File: src/rtl/dpcm_decoder.sv
// dpcm_decoder: rebuilds 8-bit samples from a signed-magnitude DPCM stream.
// A frame opens with an absolute key sample. Each following delta is
// clipped to MAX_DELTA, then added to the previous sample or subtracted
// from it. The result is clamped to 0..255.
//
// Handshake: a word on the input side is accepted on a rising edge where
// Valid && Ready. The output register is consumed on a rising edge where
// OutValid && OutReady. Ready depends on rst, OutValid and OutReady only,
// never on Valid. While the output register is full and not being drained,
// Ready stays low and DataOut/OutValid hold.
module dpcm_decoder #(
  parameter int MAX_DELTA = 200,
  parameter int FRAME_LEN = 64,
  parameter int CNT_W     = 16
) (
  input  logic             clk,
  input  logic             rst,
  input  logic             Valid,
  output logic             Ready,
  input  logic             Key,
  input  logic [8:0]       DataIn,
  output logic             OutValid,
  input  logic             OutReady,
  output logic [7:0]       DataOut,
  output logic [CNT_W-1:0] SatCount,
  output logic [CNT_W-1:0] DropCount,
  output logic             DbgState
);

  typedef enum logic {
    KEY_WAIT = 1'b0,
    RUN      = 1'b1
  } state_t;

  // The frame counter only needs to reach FRAME_LEN. Keep it at least 1 bit wide.
  localparam int FC_W = (FRAME_LEN > 1) ? $clog2(FRAME_LEN + 1) : 1;
  localparam logic [FC_W-1:0] FRAME_END = FC_W'(FRAME_LEN);
  localparam logic [7:0]      MAX_MAG   = 8'(MAX_DELTA);

  state_t            state, stateNext;
  logic [7:0]        prev, prevNext;
  logic [7:0]        dataNext;
  logic              outValidNext;
  logic [FC_W-1:0]   frameCnt, frameNext;
  logic [CNT_W-1:0]  satNext, dropNext;

  logic              accept;
  logic              clipped;
  logic              clamped;
  logic [7:0]        mag;
  logic [9:0]        sum;
  logic [7:0]        deltaRes;
  logic              produced;

  assign Ready    = rst && (!OutValid || OutReady);
  assign accept   = Valid && Ready;
  assign DbgState = (state == RUN);

  // Delta datapath: clip the magnitude, then apply it to prev and clamp.
  // The 10-bit sum ranges from -200 to 455. Bit 9 flags a negative sum.
  // When bit 9 is clear, bit 8 flags an overflow above 255.
  always_comb begin
    clipped  = (DataIn[7:0] > MAX_MAG);
    mag      = clipped ? MAX_MAG : DataIn[7:0];
    sum      = DataIn[8] ? ({2'b00, prev} - {2'b00, mag})
                         : ({2'b00, prev} + {2'b00, mag});
    clamped  = 1'b0;
    deltaRes = sum[7:0];
    if (sum[9]) begin
      deltaRes = 8'd0;
      clamped  = 1'b1;
    end else if (sum[8]) begin
      deltaRes = 8'd255;
      clamped  = 1'b1;
    end
  end

  // Next-state and next-register values for the FSM and datapath registers.
  always_comb begin
    stateNext    = state;
    prevNext     = prev;
    dataNext     = DataOut;
    outValidNext = OutValid && !OutReady;
    frameNext    = frameCnt;
    satNext      = SatCount;
    dropNext     = DropCount;
    produced     = 1'b0;

    if (accept) begin
      if (Key) begin
        // A key word both starts a frame and resynchronises a running one.
        prevNext     = DataIn[7:0];
        dataNext     = DataIn[7:0];
        outValidNext = 1'b1;
        frameNext    = FC_W'(1);
        stateNext    = RUN;
        produced     = 1'b1;
      end else if (state == KEY_WAIT) begin
        // A delta with no reference sample is discarded. The output register is untouched.
        if (DropCount != '1) dropNext = DropCount + 1'b1;
      end else begin
        prevNext     = deltaRes;
        dataNext     = deltaRes;
        outValidNext = 1'b1;
        frameNext    = frameCnt + 1'b1;
        produced     = 1'b1;
        if ((clipped || clamped) && (SatCount != '1)) satNext = SatCount + 1'b1;
      end

      if (produced && (FRAME_LEN != 0) && (frameNext == FRAME_END)) begin
        stateNext = KEY_WAIT;
      end
    end
  end

  // State and datapath registers, with synchronous active-low reset.
  always_ff @(posedge clk) begin
    if (!rst) begin
      state     <= KEY_WAIT;
      prev      <= 8'd0;
      DataOut   <= 8'd0;
      OutValid  <= 1'b0;
      frameCnt  <= '0;
      SatCount  <= '0;
      DropCount <= '0;
    end else begin
      state     <= stateNext;
      prev      <= prevNext;
      DataOut   <= dataNext;
      OutValid  <= outValidNext;
      frameCnt  <= frameNext;
      SatCount  <= satNext;
      DropCount <= dropNext;
    end
  end

endmodule

File: config.mk
export PLATFORM = sky130hd
export DESIGN_NAME = dpcm_decoder
export DESIGN_NICKNAME = d
export VERILOG_FILES = /design/src/rtl/dpcm_decoder.sv
export SDC_FILE = /design/constraint.sdc
export NUM_CORES = 1
export LEC_CHECK = 0
export CAP_MARGIN = 0
export CORE_MARGIN = 2
export CORE_UTILIZATION = 57
export CTS_CLUSTER_SIZE = 10
export DETAILED_ROUTE_END_ITERATION = 8
export GPL_ROUTABILITY_DRIVEN = 0
export PLACE_DENSITY = 0.85
export REMOVE_ABC_BUFFERS = 1
export SYNTH_ARGS = -nofsm -noshare
export SYNTH_HDL_FRONTEND = slang
export SYNTH_SLANG_ARGS = --single-unit
export TNS_END_PERCENT = 50
File: constraint.sdc
create_clock -name clk -period 7.1 [get_ports clk]
set_input_delay 2.13 -clock clk [delete_from_list [all_inputs] [get_ports clk]]
set_output_delay 2.13 -clock clk [all_outputs]
set_load 0.02 [all_outputs]
=== Yosys cells after proc, flatten, opt, wreduce, memory -nomap -nowiden ===
Index checks and enable logic that the tools add are counted.

* Logic and storage cells: 51
* Register bits after elaboration: 49
* Output and inout port bits: 43

* Bitwise logic cells: 2
* Reductions and logical operators: 15
* Equal/unequal tests: 3
* Muxes and demuxes: 19
* Add/sub/neg operators: 5
* Magnitude comparators: 1

{| class="wikitable"
|+ Operator list
! operator !! count
|-
| 2-to-1 mux 8 bit || 5
|-
| adder 16 x 1 -> 16 bit (second input constant) || 2
|-
| != test 16 bit (second input constant) || 2
|-
| 2-to-1 mux 7 bit || 3
|-
| 2-to-1 mux 1 bit || 10
|-
| 2-to-1 mux 10 bit || 1
|-
| adder 8 x 8 -> 9 bit || 1
|-
| subtractor 8 x 8 -> 9 bit || 1
|-
| greater-than comparator 8 bit (second input constant) || 1
|-
| AND reduction 4 bit || 2
|-
| adder 7 x 1 -> 7 bit (second input constant) || 1
|-
| == test 7 bit (second input constant) || 1
|-
| logical AND 1 bit || 5
|-
| AND reduction 2 bit || 2
|-
| nonzero test 2 bit || 2
|-
| logical NOT 1 bit || 2
|-
| logical OR 1 bit || 2
|-
| NOT 1 bit || 2
|}

=== Depth between registers and ports, before layout ===
Gate-level depths: netlist (run 1).

* Word-level depth: 9
* Mapped depth: 12
* Depth with buffers taken out: 12

=== Worst setup path before layout (run 1) ===
OpenSTA, ideal clock, no wires.

* Kind: input-to-reg
* Start point: input DataIn[0]
* End point: register SatCount[13]
* Library setup time: 118 ps
* Buffers on the path: 0
* Cell stages on the path: 12
* Arrival time: 4636 ps
* Required time: 6982 ps
* Setup slack: 2346 ps
* Cells stage by stage: o31ai_1 > a21oi_1 > nor2b_1 > ha_1 > fa_1 > nor2b_1 > o211ai_1 > a31oi_1 > a211oi_4 > nor4_4 > and3_2 > mux2i_1

* Longest elaborated chain between the ends: 9

{| class="wikitable"
|+ Ends and longest elaborated chain
! element !! line !! text
|-
| start: declaration || 21 || <nowiki>input logic [8:0] DataIn,</nowiki>
|-
| greater-than comparator 8 bit || 63 || <nowiki>clipped = (DataIn[7:0] > MAX_MAG);</nowiki>
|-
| 2-to-1 mux 8 bit || 64 || <nowiki>mag = clipped ? MAX_MAG : DataIn[7:0];</nowiki>
|-
| adder 8 x 8 -> 9 bit or subtractor 8 x 8 -> 9 bit (tied branches) || 66, 65 ||
|-
| 2-to-1 mux 10 bit || 65 || <nowiki>sum = DataIn[8] ? ({2'b00, prev} - {2'b00, mag})</nowiki>
|-
| 2-to-1 mux 1 bit || 72 || <nowiki>end else if (sum[8]) begin</nowiki>
|-
| 2-to-1 mux 1 bit || 69 || <nowiki>if (sum[9]) begin</nowiki>
|-
| logical OR 1 bit * || 107 || <nowiki>if ((clipped || clamped) && (SatCount != '1)) satNext = SatCount + 1'b1;</nowiki>
|-
| logical AND 1 bit * || 107 ||
|-
| AND reduction 4 bit (no line) * || - ||
|-
| end signal: assignment || 132 || <nowiki>SatCount <= satNext;</nowiki>
|-
| end: declaration || 25 || <nowiki>output logic [CNT_W-1:0] SatCount,</nowiki>
|}

Every way passes the cells marked *; elsewhere a longest branch is shown, timed or not.
A chain may end at the register's enable or synchronous reset.

=== Worst setup path in the final report (run 1) ===
* Start point: input rst
* End point: output Ready

* Longest elaborated chain between the ends: 1

{| class="wikitable"
|+ Ends and longest elaborated chain
! element !! line !! text
|-
| start: declaration || 17 || <nowiki>input logic rst,</nowiki>
|-
| logical AND 1 bit || 55 || <nowiki>assign Ready = rst && (!OutValid || OutReady);</nowiki>
|-
| end: declaration || 19 || <nowiki>output logic Ready,</nowiki>
|}

Every way passes these cells.

==> results of run 1 <==
==> layout by cell type (no fill, tap or decap), drive strengths merged, types with 3 or more instances in the layout <==
cell / count
clkdlybuf4s50: 56
dfxtp: 49
nor2: 45
nand2: 33
a21oi: 27
xnor2: 24
o21ai: 22
ha: 21
inv: 20
nand3: 13
nand2b: 12
nor3: 9
nand4: 9
mux2i: 8
and2: 8
o31ai: 7
nor2b: 6
a31oi: 6
and3: 6
or2: 5
or3: 5
xor2: 5
clkbuf: 5
a311oi: 5
nor4: 4
a211oi: 4
clkinv: 4
nand4b: 3
and4: 3
a21o: 3
==> logic make-up (layout without fill, tap and decap cells) <==
| family | Yosys count | count (layout) |
|---|---|---|
| compound gates | 91 | 91 |
| xor+xnor | 29 | 29 |
| fa+ha+maj | 23 | 23 |
| buf+inv | 39 | 87 |
| flops | 49 | 49 |
| mux | 8 | 8 |
| simple gates | 164 | 164 |
==> worst max-delay path: cells and delay by family <==
kind	cells	cell delay [ps]
buffers and inverters	2	1410
and+or+nand+nor	1	270
==> stage by stage <==
stage	power (mW)	setup slack (ps)	util [%]
2_1_floorplan	0.358	2330	-
3_3_place_gp	0.391	1210	69.6
3_5_place_dp	0.395	1190	69.6
4_1_cts	0.558	1180	71.3
5_1_grt	0.583	1080	71.3
6_report	0.555	1160	71.3
==> worst max path at each step <==
stage	from	endpoint	slack [ps]
floorplan	DataIn[0]	SatCount[9]	2330
global placement	rst	Ready	1210
detailed placement	rst	Ready	1190
CTS	rst	Ready	1180
global route	rst	Ready	1080
finish	rst	Ready	1160
==> layout make-up <==
| cell class | instances | area, sq um | area share (%) |
|---|---|---|---|
| tap | 72 | 90.1 | 2.30 |
| timing repair buffer | 58 | 576 | 14.7 |
| sequential | 49 | 981 | 25.0 |
| clock inverter | 3 | 22.5 | 0.574 |
| inverter | 21 | 78.8 | 2.01 |
| multi-input combinational | 315 | 2110 | 53.7 |
| clock buffer | 5 | 68.8 | 1.75 |
==> flip-flops by register name (all words and copies together), names as in the netlist <==
name       flops
prev           8
OutValid       1
DbgState       1
frameCnt       7
DropCount     16
SatCount      16
==> power groups by stage <==
stage / Combinational, mW / Clock [mW] / Sequential (mW)
floorplan: 0.0645 / 0 / 0.293
global placement: 0.101 / 0 / 0.291
detailed placement: 0.104 / 0 / 0.291
CTS: 0.104 / 0.169 / 0.284
global route: 0.116 / 0.181 / 0.286
finish: 0.105 / 0.165 / 0.284
==> per-layer routing <==
metal  share of wire, %  wire length [microns]
met1                 45                   3430
met2                 49                   3680
met3                4.6                    348
met4                1.6                    119
met5                  0                      0
==> results.py, run 1 <==
metrics = {
    "synthesis": {
        "yosysMostFrequentCell": "dfxtp_1",
        "synthMuxAreaShare_pct": 2.47,
        "synth_xor_area_share_pct": 7.83,
        "synth_area_sq_um": 3240,
        "ys_warn_count": 0,
        "ys_ff_latch": 49,
        "synthArstFlopShare_pct": 0,
        "synth_top_cell_by_area": "dfxtp_1",
        "synth_fa_ha_area_share_pct": 9.34,
        "synthSimpleGateAreaFrac_pct": 26.2,
        "syn_area_per_cell_sq_um": 8.05,
        "synth_edf_count": 0,
        "syn_inst": 403,
        "ys.flop_type": "dfxtp_1",
        "synth_top_family_by_area": "simple AND/OR/NAND/NOR gates",
        "yosysTopAreaCellShare_pct": 30.2,
        "ys_types": 55,
        "synth_compound_area_share_pct": 19.1,
        "seq_area_frac_synth_pct": 30.2,
        "synth_common_cells": "dfxtp_1, nor2_1, nand2_1",
        "synth_area_leaders": "dfxtp_1, ha_1, xnor2_1",
    },
    "routing": {
        "drt_iter0_markers": 156,
        "vias": 3075,
        "ant_nets": 0,
        "wl_microns": 7590,
        "drtPass1Iterations": 4,
        "wl_per_cell_microns": 14.5,
        "drc": 0,
        "vias_per_cell": 5.88,
    },
    "clocking": {
        "numCtsBuffers": 5,
        "clk_latency_ps": 310,
        "cts_sinks": 49,
        "root_buffer": "clkbuf_8",
        "clockBufferDepth": 2,
        "path_clk_slew_ps": 90,
        "ctsHoldBuffers": 0,
        "tritoncts": "yes",
        "cts_resized": 0,
        "cts_setup_buffers": 0,
        "htreeDepth": 2,
    },
    "floorplan": {
        "core-area_sq_um": 5510,
        "dieArea_sq_um": 6310,
        "initial_core_util_pct": 58.9,
        "num_rows": 27,
        "ios": 57,
        "dieHeight_microns": 79.4,
        "fp.dieW_microns": 79.4,
    },
    "sta": {
        "period_minus_slack_ps": 5940,
        "grt_setup_unrepaired": "no",
        "setup_tns_ps": 0,
        "setup_viol": 0,
        "finalMaxSlewViolations": 0,
        "slew_headroom_pct": 40.9,
        "hold_viol": 0,
        "finClkSkew_ps": 10.9,
        "worstMarginPinSlew_ps": 882,
        "clock.fmax_mhz": 168,
        "timing.hold.ws_ps": 494,
        "min_period_over_period_pct": 83.7,
    },
    "cells_and_area": {
        "final_cell_count_no_fill": 523,
        "antenna-diode-count": 0,
        "finish.instance_area_sq_um": 3920,
        "finalNetCount": 487,
        "fillers": 474,
        "area_growth_pct": 21.0,
        "final_layout_size_suffix_gt1_share_pct": 6.43,
    },
    "worst_setup_path": {
        "critPathMostFrequentCell": "clkdlybuf4s50_1",
        "slowest_delay_ps": 780,
        "worstPathRequired_ps": 4970,
        "reg2reg_setup_slack_ps": 4320,
        "setup.worst_path.end_class": "primary output",
        "worst_r2r_startpoint": "prev[0]",
        "crit_type": "input pin to primary output",
        "cp_max_fo": 14,
        "arrival_ps": 3810,
        "worst_path_max_delay_cell": "clkdlybuf4s50_1",
        "r2r_end": "SatCount[9]",
        "worstSetupStartpointType": "input pin",
        "path_cells": "clkdlybuf4s50_1 -> and2_1 -> clkdlybuf4s50_1",
        "r2r_cells": 9,
    },
    "worst_hold_path": {
        "hold_depth": 1,
        "worstHoldPathType": "register to register",
        "worstHoldStart": "frameCnt[6]",
        "hold_end": "frameCnt[6]",
    },
    "power_and_ir_drop": {
        "ir_drop_mv": 0.0910,
        "internal-power_mw": 0.394,
        "p_leak_nw": 1.48,
        "pwr-share-clk_pct": 29.8,
        "p_sw_mw": 0.161,
        "pwr-share-seq_pct": 51.3,
        "comb_power_share_pct": 18.9,
        "p_sw_share_pct": 28.9,
        "p_per_area_nw_per_um2": 141,
    },
    "global_route": {
        "grtUsageMet2_pct": 42.7,
        "grt_first_pass_wirelength_microns": 12800,
        "grt_pass1_vias": 2829,
        "grt_max_degree": 36,
        "use_met1_pct": 32.0,
        "grt.busiest_layer": "met2",
        "overflow": 0,
        "grtUsageMet3_pct": 3.62,
        "antenna_found_initial": 0,
        "gr-usage-all-layers_pct": 24.9,
    },
    "status": {
        "status": "complete, no violations",
    },
    "place": {
        "placed_area_sq_um": 3830,
        "io_buffers": 56,
        "dp.cells": 515,
        "dp_hpwl_microns": 5670,
    },
    "run": {
        "drv_cap": 0,
    },
}
Note: power is estimated with default switching activity, not from simulation.
==> inputs of run 2 (changes only) <==
- CORE_UTILIZATION: 57 -> 53
- PLACE_DENSITY: 0.85 -> 0.8
- clock period: 7.1 -> 6.2 ns (I/O delays scaled with it)
==> results.py, run 2 (synthesis results as in run 1) <==
metrics = {
    "sta": {
        "worstMarginPinSlew_ps": 917,
        "period_minus_slack_ps": 5270,
        "clock.fmax_mhz": 190,
        "setup_tns_ps": 0,
        "slew_headroom_pct": 38.6,
        "setup_viol": 0,
        "finClkSkew_ps": 11.9,
        "grt_setup_unrepaired": "no",
        "min_period_over_period_pct": 85.0,
        "hold_viol": 0,
        "finalMaxSlewViolations": 0,
    },
    "cells_and_area": {
        "largestRegisters": "DropCount (16), SatCount (16), prev (8)",
        "final_layout_size_suffix_gt1_share_pct": 6.64,
        "register_area_sq_um": 981,
        "postLayoutCoreUtil_pct": 66.6,
        "finalNetCount": 488,
        "final_common_cell": "clkdlybuf4s50_1",
        "layout_common_cells": "clkdlybuf4s50_1, dfxtp_1, nor2_1, nand2_1, a21oi_1",
        "multi_input_area_sq_um": 2110,
        "fillers": 517,
        "area_growth_pct": 21.6,
        "antenna-diode-count": 0,
    },
    "worst_hold_path": {
        "worstHoldStart": "frameCnt[6]",
        "worstHoldPathType": "register to register",
    },
    "clocking": {
        "cts_sinks": 49,
        "ctsHoldBuffers": 0,
        "numCtsBuffers": 5,
        "tritoncts": "yes",
        "clk_latency_ps": 320,
        "clockBufferDepth": 2,
        "cts_resized": 0,
        "root_buffer": "clkbuf_8",
        "path_clk_slew_ps": 100,
        "cts_setup_buffers": 0,
        "htreeDepth": 2,
    },
    "routing": {
        "drtPass1Iterations": 4,
        "drc": 0,
        "ant_nets": 0,
        "vias": 3031,
        "drt_iter0_markers": 188,
        "wl_microns": 7960,
        "wl_per_cell_microns": 15.1,
        "vias_per_cell": 5.75,
    },
    "worst_setup_path": {
        "worstPathRequired_ps": 6410,
        "path_cells": "clkdlybuf4s50_1 -> nand2_1 -> a21oi_1 -> nor2b_1 -> ha_1 -> fa_1 -> nor2b_1 -> o211ai_1 -> a31oi_1 -> a211oi_4 -> nor4_4 -> and3_2 -> mux2i_1",
        "arrival_ps": 5480,
        "worst_path_max_delay_cell": "clkdlybuf4s50_1",
        "worst_r2r_startpoint": "prev[0]",
        "startpoint": "DataIn[7]",
        "worstSetupStartpointType": "input pin",
        "cp_max_fo": 10,
        "critPathMostFrequentCell": "nor2b_1",
        "critPathTopFamily": "compound AO/OA/AOI/OAI gates",
        "crit_type": "input pin to register",
        "worst-path-buf-inv": 1,
        "slowest_delay_ps": 570,
        "setup.worst_path.end_class": "register",
    },
    "floorplan": {
        "fp.dieW_microns": 82.2,
        "dieHeight_microns": 82.2,
        "dieArea_sq_um": 6760,
        "ios": 57,
        "initial_core_util_pct": 54.8,
        "num_rows": 28,
        "core-area_sq_um": 5920,
    },
    "power_and_ir_drop": {
        "p_leak_nw": 1.49,
        "p_per_area_nw_per_um2": 167,
        "ir_drop_mv": 0.0988,
    },
    "global_route": {
        "grt_pass1_vias": 2898,
        "overflow": 0,
        "grt_max_degree": 35,
        "gr-usage-all-layers_pct": 24.6,
        "grt_first_pass_wirelength_microns": 13000,
        "antenna_found_initial": 0,
    },
    "place": {
        "dp_hpwl_microns": 5930,
        "io_buffers": 56,
    },
    "status": {
        "status": "complete, no violations",
    },
    "run": {
        "drv_cap": 0,
    },
}
run 2: changes by cell type in the layout (fill, tap and decap cells not counted), sizes merged:
cell	previous run	this run
clkinv	4	1
buf	2	3
clkbuf	5	6
clkinvlp	0	1
inv	20	21
run 2: report_power, final:
part / switching [mW] / total, mW / internal (mW)
clock network: 0.116 / 0.208 / 0.0920
logic: 0.0695 / 0.123 / 0.0530
registers: 0.00721 / 0.326 / 0.319
run 2: worst paths after layout:
path / endpoint / cells past startpoint / slack (ps)
hold / removal: frameCnt[6] / 1 / 490
setup reg to reg: SatCount[13] / 9 / 3440
hold reg to reg: frameCnt[6] / 1 / 490
setup / recovery: SatCount[13] / 13 / 930
run 2: routing by layer:
layer / wire (microns) / track usage [%] / vias to the layer above
met4: 166 / 9.67 / 0
met5: 0 / 0 / -
li1: - / - / 1515
met2: 3920 / 41.5 / 74
met1: 3470 / 30.1 / 1424
met3: 407 / 6.09 / 18
run 2: final cells by class:
cell class	instances	share of cell area (%)
clock buffer	6	2.09
clock inverter	2	0.413
inverter	21	2.00
multi-input combinational	315	53.4
sequential	49	24.9
tap	75	2.38
timing repair buffer	59	14.8
run 2: stage by stage:
| stage | total power, mW | instance area [sq um] | std cells | hold slack, ps | setup WS (ps) |
|---|---|---|---|---|---|
| floorplan | 0.410 | 3170 | 385 | 447 | 1700 |
| global placement | 0.450 | 3840 | 519 | 455 | 820 |
| detailed placement | 0.454 | 3840 | 519 | 471 | 668 |
| CTS | 0.660 | 3940 | 527 | 494 | 963 |
| global route | 0.687 | 3940 | 527 | 512 | 690 |
| finish | 0.657 | 3940 | 527 | 493 | 932 |
